**src/rtl/expr_pkg.sv**
```systemverilog
// Shared layout of the packed expression result word: six fields, MSB field first.
// Fields f0/f2/f4 are 4 bits wide and f1/f3/f5 are 6 bits; every field widens to 6 bits on output.
package expr_pkg;

    localparam int NUM_FIELDS = 6;
    localparam int PACK_W     = 30;
    localparam int OUT_W      = 6;
    localparam int IDX_W      = 3;

    localparam int FW  [NUM_FIELDS] = '{4, 6, 4, 6, 4, 6};
    localparam int LSB [NUM_FIELDS] = '{26, 20, 16, 10, 6, 0};

    localparam logic [IDX_W-1:0] LAST_IDX = IDX_W'(NUM_FIELDS - 1);

    typedef enum logic {
        IDLE = 1'b0,
        EMIT = 1'b1
    } unpack_state_t;

endpackage

```
**src/rtl/expr_field_extract.sv**
```systemverilog
// Combinational field select: picks field idx from a packed word and widens it to 6 bits.
// Narrow fields sign-extend from bit 3 when their SIGN_MASK bit is set, otherwise they zero-extend.
module expr_field_extract
    import expr_pkg::*;
#(
    parameter logic [NUM_FIELDS-1:0] SIGN_MASK = '0
) (
    input  logic [PACK_W-1:0] word,
    input  logic [IDX_W-1:0]  idx,
    output logic [OUT_W-1:0]  field
);

    logic [OUT_W-1:0] sh;

    always_comb begin
        field = '0;
        sh    = '0;
        for (int i = 0; i < NUM_FIELDS; i++) begin
            if (idx == IDX_W'(i)) begin
                sh = OUT_W'(word >> LSB[i]);
                if (FW[i] == 4) begin
                    field = {{2{SIGN_MASK[i] & sh[3]}}, sh[3:0]};
                end else begin
                    field = sh;
                end
            end
        end
    end

endmodule

```
**src/rtl/expr_field_unpacker.sv**
```systemverilog
// Unpacks a 30-bit word into six 6-bit fields, one per cycle; field 0 appears the cycle after accept.
// Outputs hold under out_ready low; a new word is taken only in IDLE or alongside the last field's handshake.
module expr_field_unpacker
    import expr_pkg::*;
#(
    parameter logic [NUM_FIELDS-1:0] SIGN_MASK = '0,
    parameter int                    COUNT_W   = 16
) (
    input  logic               clk,
    input  logic               reset,
    input  logic               in_valid,
    output logic               in_ready,
    input  logic [PACK_W-1:0]  in_data,
    output logic               out_valid,
    input  logic               out_ready,
    output logic [IDX_W-1:0]   out_idx,
    output logic [OUT_W-1:0]   out_field,
    output logic               out_last,
    output logic [COUNT_W-1:0] word_count
);

    unpack_state_t     state;
    logic [PACK_W-1:0] hold;
    logic [IDX_W-1:0]  idx;
    logic              last_xfer;

    // out_ready only reaches in_ready on the final field, so the output side stays registered.
    assign last_xfer = (state == EMIT) && (idx == LAST_IDX) && out_ready;
    assign in_ready  = (state == IDLE) || last_xfer;
    assign out_valid = (state == EMIT);
    assign out_idx   = idx;
    assign out_last  = (state == EMIT) && (idx == LAST_IDX);

    expr_field_extract #(
        .SIGN_MASK (SIGN_MASK)
    ) u_extract (
        .word  (hold),
        .idx   (idx),
        .field (out_field)
    );

    always_ff @(posedge clk) begin
        if (reset) begin
            state      <= IDLE;
            hold       <= '0;
            idx        <= '0;
            word_count <= '0;
        end else begin
            case (state)
                IDLE: begin
                    if (in_valid) begin
                        hold       <= in_data;
                        idx        <= '0;
                        word_count <= word_count + 1'b1;
                        state      <= EMIT;
                    end
                end
                EMIT: begin
                    if (out_ready) begin
                        if (idx != LAST_IDX) begin
                            idx <= idx + 1'b1;
                        end else if (in_valid) begin
                            hold       <= in_data;
                            idx        <= '0;
                            word_count <= word_count + 1'b1;
                        end else begin
                            idx   <= '0;
                            state <= IDLE;
                        end
                    end
                end
                default: state <= IDLE;
            endcase
        end
    end

endmodule

```
**config.mk**
```make
export PLATFORM = sky130hd
export DESIGN_NAME = expr_field_unpacker
export DESIGN_NICKNAME = d
export VERILOG_FILES = /design/src/rtl/expr_pkg.sv /design/src/rtl/expr_field_extract.sv /design/src/rtl/expr_field_unpacker.sv
export SDC_FILE = /design/constraint.sdc
export NUM_CORES = 1
export LEC_CHECK = 0
export CAP_MARGIN = 20
export CORE_MARGIN = 2
export CORE_UTILIZATION = 44
export DETAILED_ROUTE_END_ITERATION = 16
export HOLD_SLACK_MARGIN = 0.06
export PLACE_DENSITY = 0.77
export SLEW_MARGIN = 40
export SYNTH_ARGS = -nofsm -noshare
export SYNTH_HDL_FRONTEND = slang
export SYNTH_SLANG_ARGS = --single-unit
```
**constraint.sdc**
```tcl
create_clock -name clk -period 1.91 [get_ports clk]
set_input_delay 0.191 -clock clk [delete_from_list [all_inputs] [get_ports clk]]
set_output_delay 0.191 -clock clk [all_outputs]
set_load 0.01 [all_outputs]
```
======== Word level (Yosys, flattened, before mapping) ========
Index checks and enable logic that the tools add are counted.
storage, ports and cells
  input bits .............................. 34
  output and inout bits ................... 28
  word-level logic and storage cells ...... 44
  flip-flop bits (word level) ............. 50
operators by class
  mux-type cells .......................... 22
  reductions and logical operators ........ 6
  equality and inequality tests ........... 9
  add/subtract/negate cells ............... 2
  bitwise operators ....................... 1
operators with widths
  kind                     count
  $mux W30                 3
  $pmux W30 S2             1
  $mux W16                 3
  $pmux W16 S2             1
  $mux W6                  5
  $add A16 B1 Y16 const B  1
  $mux W3                  3
  $eq A3 B2 Y1 const B     2
  $eq A3 B3 Y1 const B     2
  $ne A2 B2 Y1 const B     3
  $pmux W3 S2              1
  $mux W4                  1
  $reduce_and A2 Y1        2
  $add A3 B1 Y3 const B    1
  $eq A3 B1 Y1 const B     1
  $logic_not A3 Y1         1
  $mux W1                  3
  $ne A3 B3 Y1 const B     1
  $logic_and A1 B1 Y1      2
  $pmux W1 S2              1
  $logic_or A1 B1 Y1       1
  $not A1 Y1               1

======== Depth between registers and ports, before layout ========
Gate-level depths: netlist of the first run.
  depth in word-level cells ............... 7
  depth in mapped cells ................... 8

======== Hierarchy ========
Synthesis of the first run repeated with hierarchy kept, for this count alone.
unflattened totals
  cells, all modules ...................... 283
  area, all modules ....................... 2,341.0 sq um
by module, submodules not included
  module               area an instance (sq um)  cells each  seq. area each (sq um)  times used
  expr_field_unpacker  2,047.0                   244         1,001.0                 1
  expr_field_extract   294.0                     39          0.0                     1

======== Worst setup path before layout of the first run ========
Ideal clock, no wire load.
  path kind ............................... flip-flop to output port
  start point ............................. register idx[0], in the netlist out_idx[0]
  end point ............................... output port out_field[4]
  data arrival time ....................... 1.892 ns
  required time ........................... 1.719 ns
  cell stages (with the launch flop) ...... 8
  setup slack ............................. -0.173 ns
  path through ............................ dfxtp_1 > buf_4 > clkbuf_1 > and2_1 > ha_1 > clkbuf_1 > a22oi_1 > o221ai_1
on the way
  longest elaborated chain between the ends .. 6
  elaborated cells on any way between the ends .. 10
RTL lines
  item                    line                       text
  from (decl)             expr_field_unpacker.sv:24  logic [IDX_W-1:0] idx;
  from (signal assigned)  expr_field_unpacker.sv:61  idx <= idx + 1'b1;
  $eq A3 B1 Y1            expr_field_extract.sv:19   if (idx == IDX_W'(i)) begin
  $mux W6 (4 in series)   expr_field_extract.sv:19
  $mux W6 (*)             expr_field_extract.sv:19
  to (decl)               expr_field_unpacker.sv:17  output logic [OUT_W-1:0] out_field,
Mark *: on every way between the ends. The rest lies on a longest branch, timed or not.

======== Final worst setup path of the first run ========
  start point ............................. register idx[1], in the netlist out_idx[1]
  end point ............................... output port out_field[1]
on the way
  longest elaborated chain between the ends .. 7
  elaborated cells on any way between the ends .. 12
RTL lines
  item                   line
  $logic_not A3 Y1       expr_field_extract.sv:19
  $mux W4                expr_field_extract.sv:19
  $mux W6 (4 in series)  expr_field_extract.sv:19
  $mux W6 (*)            expr_field_extract.sv:19
Marked as above.

==> results of run 1 <==
## cell usage after synthesis (4+ instances only)
| master | count | area, um2 |
|---|---|---|
| nand4_1 | 6 | 37.5 |
| nor2_1 | 15 | 56.3 |
| nor2b_1 | 4 | 25.0 |
| xnor2_1 | 10 | 87.6 |
| nand2b_1 | 5 | 31.3 |
| mux2i_1 | 8 | 80.1 |
| a31o_2 | 4 | 35.0 |
| a211oi_1 | 5 | 37.5 |
| a21oi_1 | 44 | 220 |
| inv_1 | 7 | 26.3 |
| nand2_1 | 69 | 259 |
| nand3_1 | 13 | 65.1 |
| dfxtp_1 | 50 | 1000 |
| clkbuf_1 | 13 | 48.8 |
| buf_2 | 5 | 25.0 |
| o21ai_0 | 11 | 55.1 |
## state kept, by name, indices dropped and copies added (netlist names)
register / count
out_idx: 3
out_valid: 1
hold: 30
word_count: 16
## power groups by stage
stage,logic [mW],clock network [mW],registers [mW]
after floorplan,0.155,0,1.13
after global placement,0.312,0,1.14
after detailed placement,0.316,0,1.14
after CTS,0.321,0.732,1.11
after global routing,0.355,0.783,1.12
final,0.324,0.715,1.12
## layout make-up
type / count / area share [%]
well taps: 70 / 2.59
multi-input cells: 220 / 38.9
clock buffers: 8 / 3.25
flip-flops and latches: 50 / 29.6
repair buffers: 92 / 24.9
inverters: 7 / 0.776
## how the worst max path moves through the flow
stage          cells past startpoint  slack [ps]            to
2_1_floorplan                      7          30  out_field[4]
3_3_place_gp                       6         -30  out_field[5]
3_5_place_dp                       6        -130  out_field[5]
4_1_cts                            7           2  out_field[1]
5_1_grt                            6         -60  out_field[1]
6_report                           6           8  out_field[1]
## worst max-delay path: cells and delay by family, from the launching register on
| kind | cells | cell delay, ps |
|---|---|---|
| buf+inv | 3 | 500 |
| flops | 1 | 360 |
| compound gates | 2 | 300 |
| mux | 1 | 240 |
## through the flow
stage / util [%] / cells
floorplan: - / 300
global placement: 61.3 / 435
detailed placement: 61.3 / 435
CTS: 64.8 / 447
global route: 65.1 / 447
finish: 65.1 / 447
## cells by family (layout without fill, tap and decap cells)
logic type	Yosys count	after routing	share of synthesized area (%)
adder cells (fa/ha/maj)	2	2	1.04
buffers and inverters	30	107	5.93
multiplexers	10	10	4.27
XOR/XNOR	10	10	3.64
flip-flops	50	50	41.6
AO/OA/AOI/OAI	78	78	20.2
AND/OR/NAND/NOR	120	120	23.3
## metal layers
| layer | up-vias | routed length [um] |
|---|---|---|
| met4 | 0 | 74 |
| met3 | 5 | 353 |
| met1 | 1127 | 2750 |
| met2 | 72 | 2910 |
| li1 | 1189 | - |
| met5 | - | 0 |
## placed cells by master, fill, tap and decap left out, types with 3 or more instances in the layout
cell	netlist	layout
o21ai_0	11	6
nor2b_1	4	3
inv_1	7	7
nand4_1	6	6
dfxtp_1	50	48
xnor2_1	10	10
mux2i_1	8	6
nand2_1	69	69
buf_2	5	3
nor2_1	15	15
clkbuf_8	0	8
a2111oi_2	3	3
a31o_2	4	4
clkdlybuf4s50_1	0	53
o21ai_1	1	4
nand3_1	13	13
nand2b_1	5	5
a211oi_1	5	5
buf_4	2	28
a21oi_1	44	44
## repair_timing
action,4_1_cts,5_1_grt
endpoints found under the hold margin,0,0
pin swaps,0,1
resized for setup,34,11
endpoints found under the setup margin,8,8
buffers inserted,4,0
==> results.py, run 1 <==
metrics = {
    "run_status": {
        "status": "finished clean",
    },
    "place": {
        "place_hpwl_mm": 4.37,
        "place_ws_ps": -128,
        "io_buffers": 61,
        "gp_congestion": 0.844,
        "placed_area_mm2": 0.00319,
    },
    "power_and_ir_drop": {
        "p_sw_mw": 0.531,
        "clock_power_share_pct": 33.2,
        "p_total_mw": 2.15,
        "combinationalPowerShare_pct": 15.0,
        "p_leak_nw": 1.28,
        "seqPwrFrac_pct": 51.8,
        "ir_drop_uv": 416,
        "sw_frac_of_total_pct": 24.7,
        "p_per_area_mw_per_mm2": 636,
        "intPower_mw": 1.62,
    },
    "die": {
        "die_x_um": 77.9,
        "num_io_pins": 62,
        "start_util_pct": 46.2,
        "fp.dieH_um": 77.9,
        "rows": 26,
        "core_mm2": 0.00520,
        "dieArea_mm2": 0.00607,
    },
    "synthesis": {
        "synth-edff-count": 0,
        "syn_nets": 336,
        "syn-cell-area_mm2": 0.00240,
        "seq_area_frac_synth_pct": 41.6,
        "ys_types": 39,
        "postSynthCellCount": 300,
        "synthArstFlopShare_pct": 0,
        "synth_seq_cells": 50,
        "synth_ff_type": "dfxtp_1",
        "yosysWarnings": 0,
        "synth.avg_cell_area_um2": 8.02,
    },
    "critical_path": {
        "r2r-end": "word_count[10]$_SDFFE_PP0P_",
        "critPathMaxFanout": 7,
        "startpoint": "out_idx[1]$_SDFFE_PP0P_",
        "crit_type": "register to output port",
        "reg2reg_depth": 5,
        "crit_arrival_ps": 1710,
        "r2r-start": "word_count[1]$_SDFFE_PP0P_",
        "end_kind": "output port",
        "worst_path_max_delay_cell": "dfxtp_2",
        "required_ps": 1720,
        "r2r_slack_ps": 220,
        "worstPathCellList": "buf_4, buf_8, mux2i_4, o21ai_2, a31o_2, clkdlybuf4s15_2",
        "cp-start-kind": "register",
        "slowest_delay_ps": 360,
    },
    "timing": {
        "worst_pin_slew_ps": 317,
        "finalSetupTns_ps": 0,
        "timing.final.crit_share_pct": 99.6,
        "whs_ps": 425,
        "hold_viol_final": 0,
        "rsz0062_at_grt": "yes",
        "finalSetupViolCount": 0,
        "setup_ws_ps": 8.04,
        "skew_ps": 8.39,
        "max_freq_ghz": 0.526,
        "slew_headroom_pct": 78.8,
        "final-max-slew-violation-count": 0,
        "period_minus_slack_ps": 1900,
    },
    "global_routing": {
        "antenna_found_initial": 0,
        "busiest_layer": "met2",
        "grt_pass1_wl_mm": 10.3,
        "grt_usage_pct": 21.2,
        "grt_remaining_overflow": 0,
        "grtUsageMet3_pct": 4.07,
        "grt_max_degree": 29,
        "grt_util_met2_pct": 35.0,
        "use_met1_pct": 27.3,
        "grt_pass1_vias": 2256,
    },
    "clock_network": {
        "clk_path_buf_depth": 2,
        "clockRootBuffer": "clkbuf_8",
        "cts_sinks": 50,
        "cts_tree": "built",
        "cts_made_buffers": 5,
        "clock_latency_ps": 310,
        "clkTransAtPathRegs_ps": 90,
        "hold_buffers": 0,
        "cts_max_level": 2,
    },
    "layout": {
        "fill_cells": 452,
        "drive_above_1_share_pct": 17.2,
        "num_antenna_cells": 0,
        "nets": 412,
        "area_growth_pct": 40.8,
        "seq_area_mm2": 0.00100,
        "finalInstanceArea_mm2": 0.00339,
        "multi_input_area_mm2": 0.00132,
    },
    "routing": {
        "routed_wirelength_mm": 6.09,
        "postRouteAntennaNets": 0,
        "first_iter_violations": 168,
        "first_pass_iters": 4,
        "wire_per_inst_um": 13.6,
        "viasPerCell": 5.35,
        "drc_errors": 0,
        "vias": 2393,
    },
    "min_path": {
        "hold_depth": 3,
        "min_path_type": "input port to register",
        "hp-start": "in_data[29]",
        "holdPathEnd": "hold[29]$_SDFFE_PP0P_",
    },
    "job": {
        "max_cap_viol_count": 0,
    },
}
No activity file was read; power rests on OpenSTA's default activity.
==> inputs of run 2 (changes only) <==
--- a/config.mk
+++ b/config.mk
@@ -10,7 +10,7 @@
 export CORE_UTILIZATION = 44
 export DETAILED_ROUTE_END_ITERATION = 16
 export HOLD_SLACK_MARGIN = 0.06
-export PLACE_DENSITY = 0.77
+export PLACE_DENSITY = 0.76
 export SLEW_MARGIN = 40
 export SYNTH_ARGS = -nofsm -noshare
 export SYNTH_HDL_FRONTEND = slang
==> run 2 against run 1 <==
Net effect:
- register-to-register slack barely moved
- cell count fell by 1.1%
- non-clock buffer count fell by 5
- setup slack improved by 56 ps
- global-route usage fell by 1.1 points
- sequential power barely moved
- clock power fell by 12%
- flip-flop and latch count did not move
- clock skew fell by 3.1 ps
- final area fell by 2.2%
- highest routed layer unchanged
==> results.py, run 2 (synthesized netlist as in run 1, its figures left out) <==
metrics = {
    "run_status": {
        "status": "finished clean",
    },
    "critical_path": {
        "critPathMaxFanout": 16,
        "required_ps": 1720,
        "startpoint": "out_idx[1]$_SDFFE_PP0P_",
        "reg2reg_depth": 5,
        "end_kind": "output port",
        "r2r-end": "word_count[13]$_SDFFE_PP0P_",
        "crit_arrival_ps": 1660,
        "r2r-start": "out_idx[1]$_SDFFE_PP0P_",
        "endpoint": "out_field[0]",
        "crit_type": "register to output port",
        "r2r_slack_ps": 230,
        "cp-start-kind": "register",
    },
    "layout": {
        "num_antenna_cells": 0,
        "postLayoutCoreUtil_pct": 63.7,
        "finalInstanceArea_mm2": 0.00331,
        "max_flop_register": "hold",
        "final_cell_mix": "nand2_1 (69), clkdlybuf4s50_1 (53), dfxtp_1 (49)",
        "largest_reg_flops": 30,
        "fill_cells": 449,
        "nets": 407,
        "stdcell_count": 442,
        "layout_commonest_cell": "nand2_1",
        "drive_above_1_share_pct": 16.1,
        "area_growth_pct": 37.8,
    },
    "place": {
        "dp_cells": 430,
        "place_hpwl_mm": 4.44,
        "gp_congestion": 0.824,
        "place_ws_ps": -34.3,
        "io_buffers": 61,
        "placed_area_mm2": 0.00318,
    },
    "timing": {
        "whs_ps": 430,
        "slew_headroom_pct": 77.5,
        "finalSetupTns_ps": 0,
        "hold_viol_final": 0,
        "timing.final.crit_share_pct": 96.7,
        "skew_ps": 5.25,
        "setup_ws_ps": 63.9,
        "finalSetupViolCount": 0,
        "rsz0062_at_grt": "yes",
        "worst_pin_slew_ps": 338,
        "period_minus_slack_ps": 1850,
        "final-max-slew-violation-count": 0,
        "max_freq_ghz": 0.542,
    },
    "clock_network": {
        "clock_latency_ps": 300,
        "cts_made_buffers": 5,
        "clockRootBuffer": "clkbuf_8",
        "clkTransAtPathRegs_ps": 90,
        "cts_tree": "built",
        "hold_buffers": 0,
        "cts_max_level": 2,
        "cts_sinks": 50,
        "clk_path_buf_depth": 2,
    },
    "power_and_ir_drop": {
        "p_per_area_mw_per_mm2": 625,
        "ir_drop_uv": 472,
        "p_leak_nw": 1.22,
        "p_total_mw": 2.07,
    },
    "routing": {
        "viasPerCell": 5.28,
        "postRouteAntennaNets": 0,
        "wire_per_inst_um": 13.8,
        "vias": 2332,
        "first_pass_iters": 4,
        "first_iter_violations": 182,
        "routed_wirelength_mm": 6.09,
        "drc_errors": 0,
    },
    "min_path": {
        "hold_depth": 3,
        "min_path_type": "input port to register",
    },
    "die": {
        "fp.dieH_um": 77.9,
        "rows": 26,
        "core_mm2": 0.00520,
        "die_x_um": 77.9,
        "start_util_pct": 46.2,
        "dieArea_mm2": 0.00607,
        "num_io_pins": 62,
    },
    "global_routing": {
        "grt_pass1_vias": 2156,
        "grt_usage_pct": 20.1,
        "grt_pass1_wl_mm": 9.96,
        "grt_max_degree": 34,
        "grt_remaining_overflow": 0,
        "antenna_found_initial": 0,
    },
    "job": {
        "max_cap_viol_count": 0,
    },
}
==> run 2: how the worst min path moves through the flow <==
stage                               from                    end  slack, ps
finish                       in_data[13]  hold[13]$_SDFFE_PP0P_        430
global route                  in_data[1]   hold[1]$_SDFFE_PP0P_        430
CTS                           in_data[1]   hold[1]$_SDFFE_PP0P_        420
detailed placement  hold[8]$_SDFFE_PP0P_   hold[8]$_SDFFE_PP0P_        450
global placement    hold[7]$_SDFFE_PP0P_   hold[7]$_SDFFE_PP0P_        440
floorplan                     in_data[0]   hold[0]$_SDFFE_PP0P_        330
==> run 2: critical path, cell delays in order (launching register included) <==
cell and delay [ps]:
dfxtp_2 330, and2_4 160, ha_4 160, buf_12 140, a21oi_2 90, o21ai_1 80
a31o_2 250, buf_2 140
==> run 2: where the power goes <==
| part | leakage, nW | total, mW | internal [mW] | switching, mW |
|---|---|---|---|---|
| sequential | 0.409 | 1.12 | 1.09 | 0.0308 |
| clock | 0.0482 | 0.632 | 0.293 | 0.339 |
| combinational | 0.766 | 0.324 | 0.170 | 0.154 |
==> run 2: layer usage <==
metal  vias to the layer above  wire, um  GRT usage, %
met5                         -         0             0
met4                         0        95          7.19
met3                        10       388          4.77
met2                        69      2790          31.0
met1                      1077      2810          27.3
li1                       1176         -             -
==> run 2: final cells by class <==
class / instances / area (um2) / share of cell area, %
Sequential cell: 50 / 1000 / 30.2
Timing Repair Buffer: 87 / 802 / 24.2
Multi-Input combinational cell: 220 / 1300 / 39.4
Clock inverter: 1 / 5.00 / 0.151
Tap cell: 70 / 87.6 / 2.64
Inverter: 7 / 26.3 / 0.793
Clock buffer: 7 / 86.3 / 2.61
==> run 2: timing repair <==
action / in CTS / in global routing
resized for setup: 30 / 10
setup buffers: 4 / 0
cloned: 0 / 0
setup endpoints to repair: 8 / 6
==> inputs of run 3 (changes only) <==
--- a/config.mk
+++ b/config.mk
@@ -5,12 +5,13 @@
 export SDC_FILE = /design/constraint.sdc
 export NUM_CORES = 1
 export LEC_CHECK = 0
-export CAP_MARGIN = 20
 export CORE_MARGIN = 2
-export CORE_UTILIZATION = 44
+export CORE_UTILIZATION = 45
+export CTS_BUF_LIST = sky130_fd_sc_hd__clkbuf_4 sky130_fd_sc_hd__clkbuf_8
+export CTS_CLUSTER_DIAMETER = 150
 export DETAILED_ROUTE_END_ITERATION = 16
 export HOLD_SLACK_MARGIN = 0.06
-export PLACE_DENSITY = 0.76
+export PLACE_DENSITY = 0.77
 export SLEW_MARGIN = 40
 export SYNTH_ARGS = -nofsm -noshare
 export SYNTH_HDL_FRONTEND = slang
==> run 3 against run 2 <==
Net effect:
- clock skew is 2.1 ps higher
- global-route usage is 0.82 points higher
- sequential share of layout area is 0.41 points lower
- fmax is 1.4% lower
- flip-flop and latch count stayed put
- first-iteration DRC count is 12% higher
- sequential power hardly changed
- combinational power hardly changed
- final area is 1.5% higher
- largest power group unchanged
==> results.py, run 3 (synthesized netlist as in run 1, its figures left out) <==
metrics = {
    "routing": {
        "drc_errors": 0,
        "vias": 2303,
        "first_iter_violations": 204,
        "routed_wirelength_mm": 5.98,
        "postRouteAntennaNets": 0,
        "wire_per_inst_um": 13.5,
        "first_pass_iters": 4,
        "viasPerCell": 5.21,
    },
    "clock_network": {
        "cts_sinks": 50,
        "cts_made_buffers": 5,
        "cts_tree": "built",
        "clkTransAtPathRegs_ps": 90,
        "clk_path_buf_depth": 2,
        "clock_latency_ps": 300,
        "cts_max_level": 2,
        "clockRootBuffer": "clkbuf_8",
    },
    "die": {
        "rows": 26,
        "start_util_pct": 46.8,
        "num_io_pins": 62,
        "dieArea_mm2": 0.00594,
        "core_mm2": 0.00514,
        "fp.dieH_um": 77.1,
        "die_x_um": 77.1,
    },
    "power_and_ir_drop": {
        "p_per_area_mw_per_mm2": 650,
        "p_leak_nw": 1.24,
        "ir_drop_uv": 445,
        "p_total_mw": 2.19,
    },
    "layout": {
        "nets": 407,
        "finalInstanceArea_mm2": 0.00336,
        "final_cell_mix": "nand2_1 (69), clkdlybuf4s50_1 (53), dfxtp_1 (48)",
        "layout_commonest_cell": "nand2_1",
        "area_growth_pct": 39.9,
        "largest_reg_flops": 30,
        "drive_above_1_share_pct": 17.2,
        "postLayoutCoreUtil_pct": 65.4,
        "num_antenna_cells": 0,
        "max_flop_register": "hold",
    },
    "global_routing": {
        "grt_max_degree": 49,
        "grt_remaining_overflow": 0,
        "antenna_found_initial": 0,
        "grt_usage_pct": 20.9,
        "grt_pass1_vias": 2154,
        "grt_pass1_wl_mm": 10.1,
    },
    "timing": {
        "hold_viol_final": 0,
        "worst_pin_slew_ps": 461,
        "max_freq_ghz": 0.534,
        "skew_ps": 7.39,
        "slew_headroom_pct": 69.3,
        "period_minus_slack_ps": 1870,
        "whs_ps": 425,
        "finalSetupViolCount": 0,
        "timing.final.crit_share_pct": 98.0,
        "final-max-slew-violation-count": 0,
    },
    "place": {
        "gp_congestion": 0.800,
        "io_buffers": 61,
        "placed_area_mm2": 0.00318,
        "place_hpwl_mm": 4.34,
    },
    "critical_path": {
        "critPathMaxFanout": 4,
        "crit_type": "register to output port",
        "required_ps": 1720,
        "crit_arrival_ps": 1680,
        "end_kind": "output port",
        "cp-start-kind": "register",
    },
    "run_status": {
        "status": "finished clean",
    },
    "job": {
        "max_cap_viol_count": 0,
    },
    "min_path": {
        "min_path_type": "input port to register",
    },
}
run 3: cell count changes in the layout (fill, tap and decap cells not counted), moves of 2 or more:
cell,before,now
buf_4,23,19
o21ai_2,1,3
o21ai_1,5,2
buf_6,1,4
run 3: routing by layer:
metal	track usage, %	vias to the layer above	wire length (um)
met4	7.68	0	99
met1	27.0	1059	2760
met5	0	-	0
met3	4.24	6	308
met2	34.5	63	2810
li1	-	1175	-
run 3: final timing paths:
path | startpoint | end | slack [ps] | cells after the start
setup reg to reg | word_count[2]$_SDFFE_PP0P_ | word_count[13]$_SDFFE_PP0P_ | 230 | 4
setup / recovery | out_idx[0]$_SDFFE_PP0P_ | out_field[2] | 40 | 7
hold / removal | in_data[16] | hold[16]$_SDFFE_PP0P_ | 420 | 3
hold reg to reg | hold[19]$_SDFFE_PP0P_ | hold[19]$_SDFFE_PP0P_ | 460 | 2
run 3: stage by stage:
step	setup TNS (ps)	std cells	setup slack, ps
finish	0	442	38.3
global route	-57.9	442	-24.8
detailed placement	-121	431	-43.9
CTS	-250	440	-127
global placement	-5.24	431	-5.24
floorplan	0	300	25.1
run 3: critical path, stage by stage, from the launching register on:
cell,delay (ps)
dfxtp_2,330
buf_6,130
nor2b_2,160
buf_4,150
a21oi_2,140
o21ai_2,90
a31o_2,230
buf_2,130
run 3: layout make-up:
class / count / area [um2]
fill: 459 / 1780
multi-input combinational: 220 / 1310
sequential: 50 / 1000
timing repair buffer: 87 / 825
tap: 70 / 87.6
clock buffer: 6 / 76.3
clock inverter: 2 / 37.5
inverter: 7 / 26.3
run 3: timing repair:
action,4_1_cts,5_1_grt
setup endpoints to repair,7,7
resized for setup,26,23
hold buffers,0,0
pin swaps,0,2
setup buffers,1,2
endpoints found under the hold margin,0,0
run 3: power by group:
group / internal [mW] / switching [mW] / total [mW]
clock network: 0.405 / 0.342 / 0.747
logic: 0.170 / 0.154 / 0.324
registers: 1.09 / 0.0307 / 1.12
total: 1.66 / 0.526 / 2.19
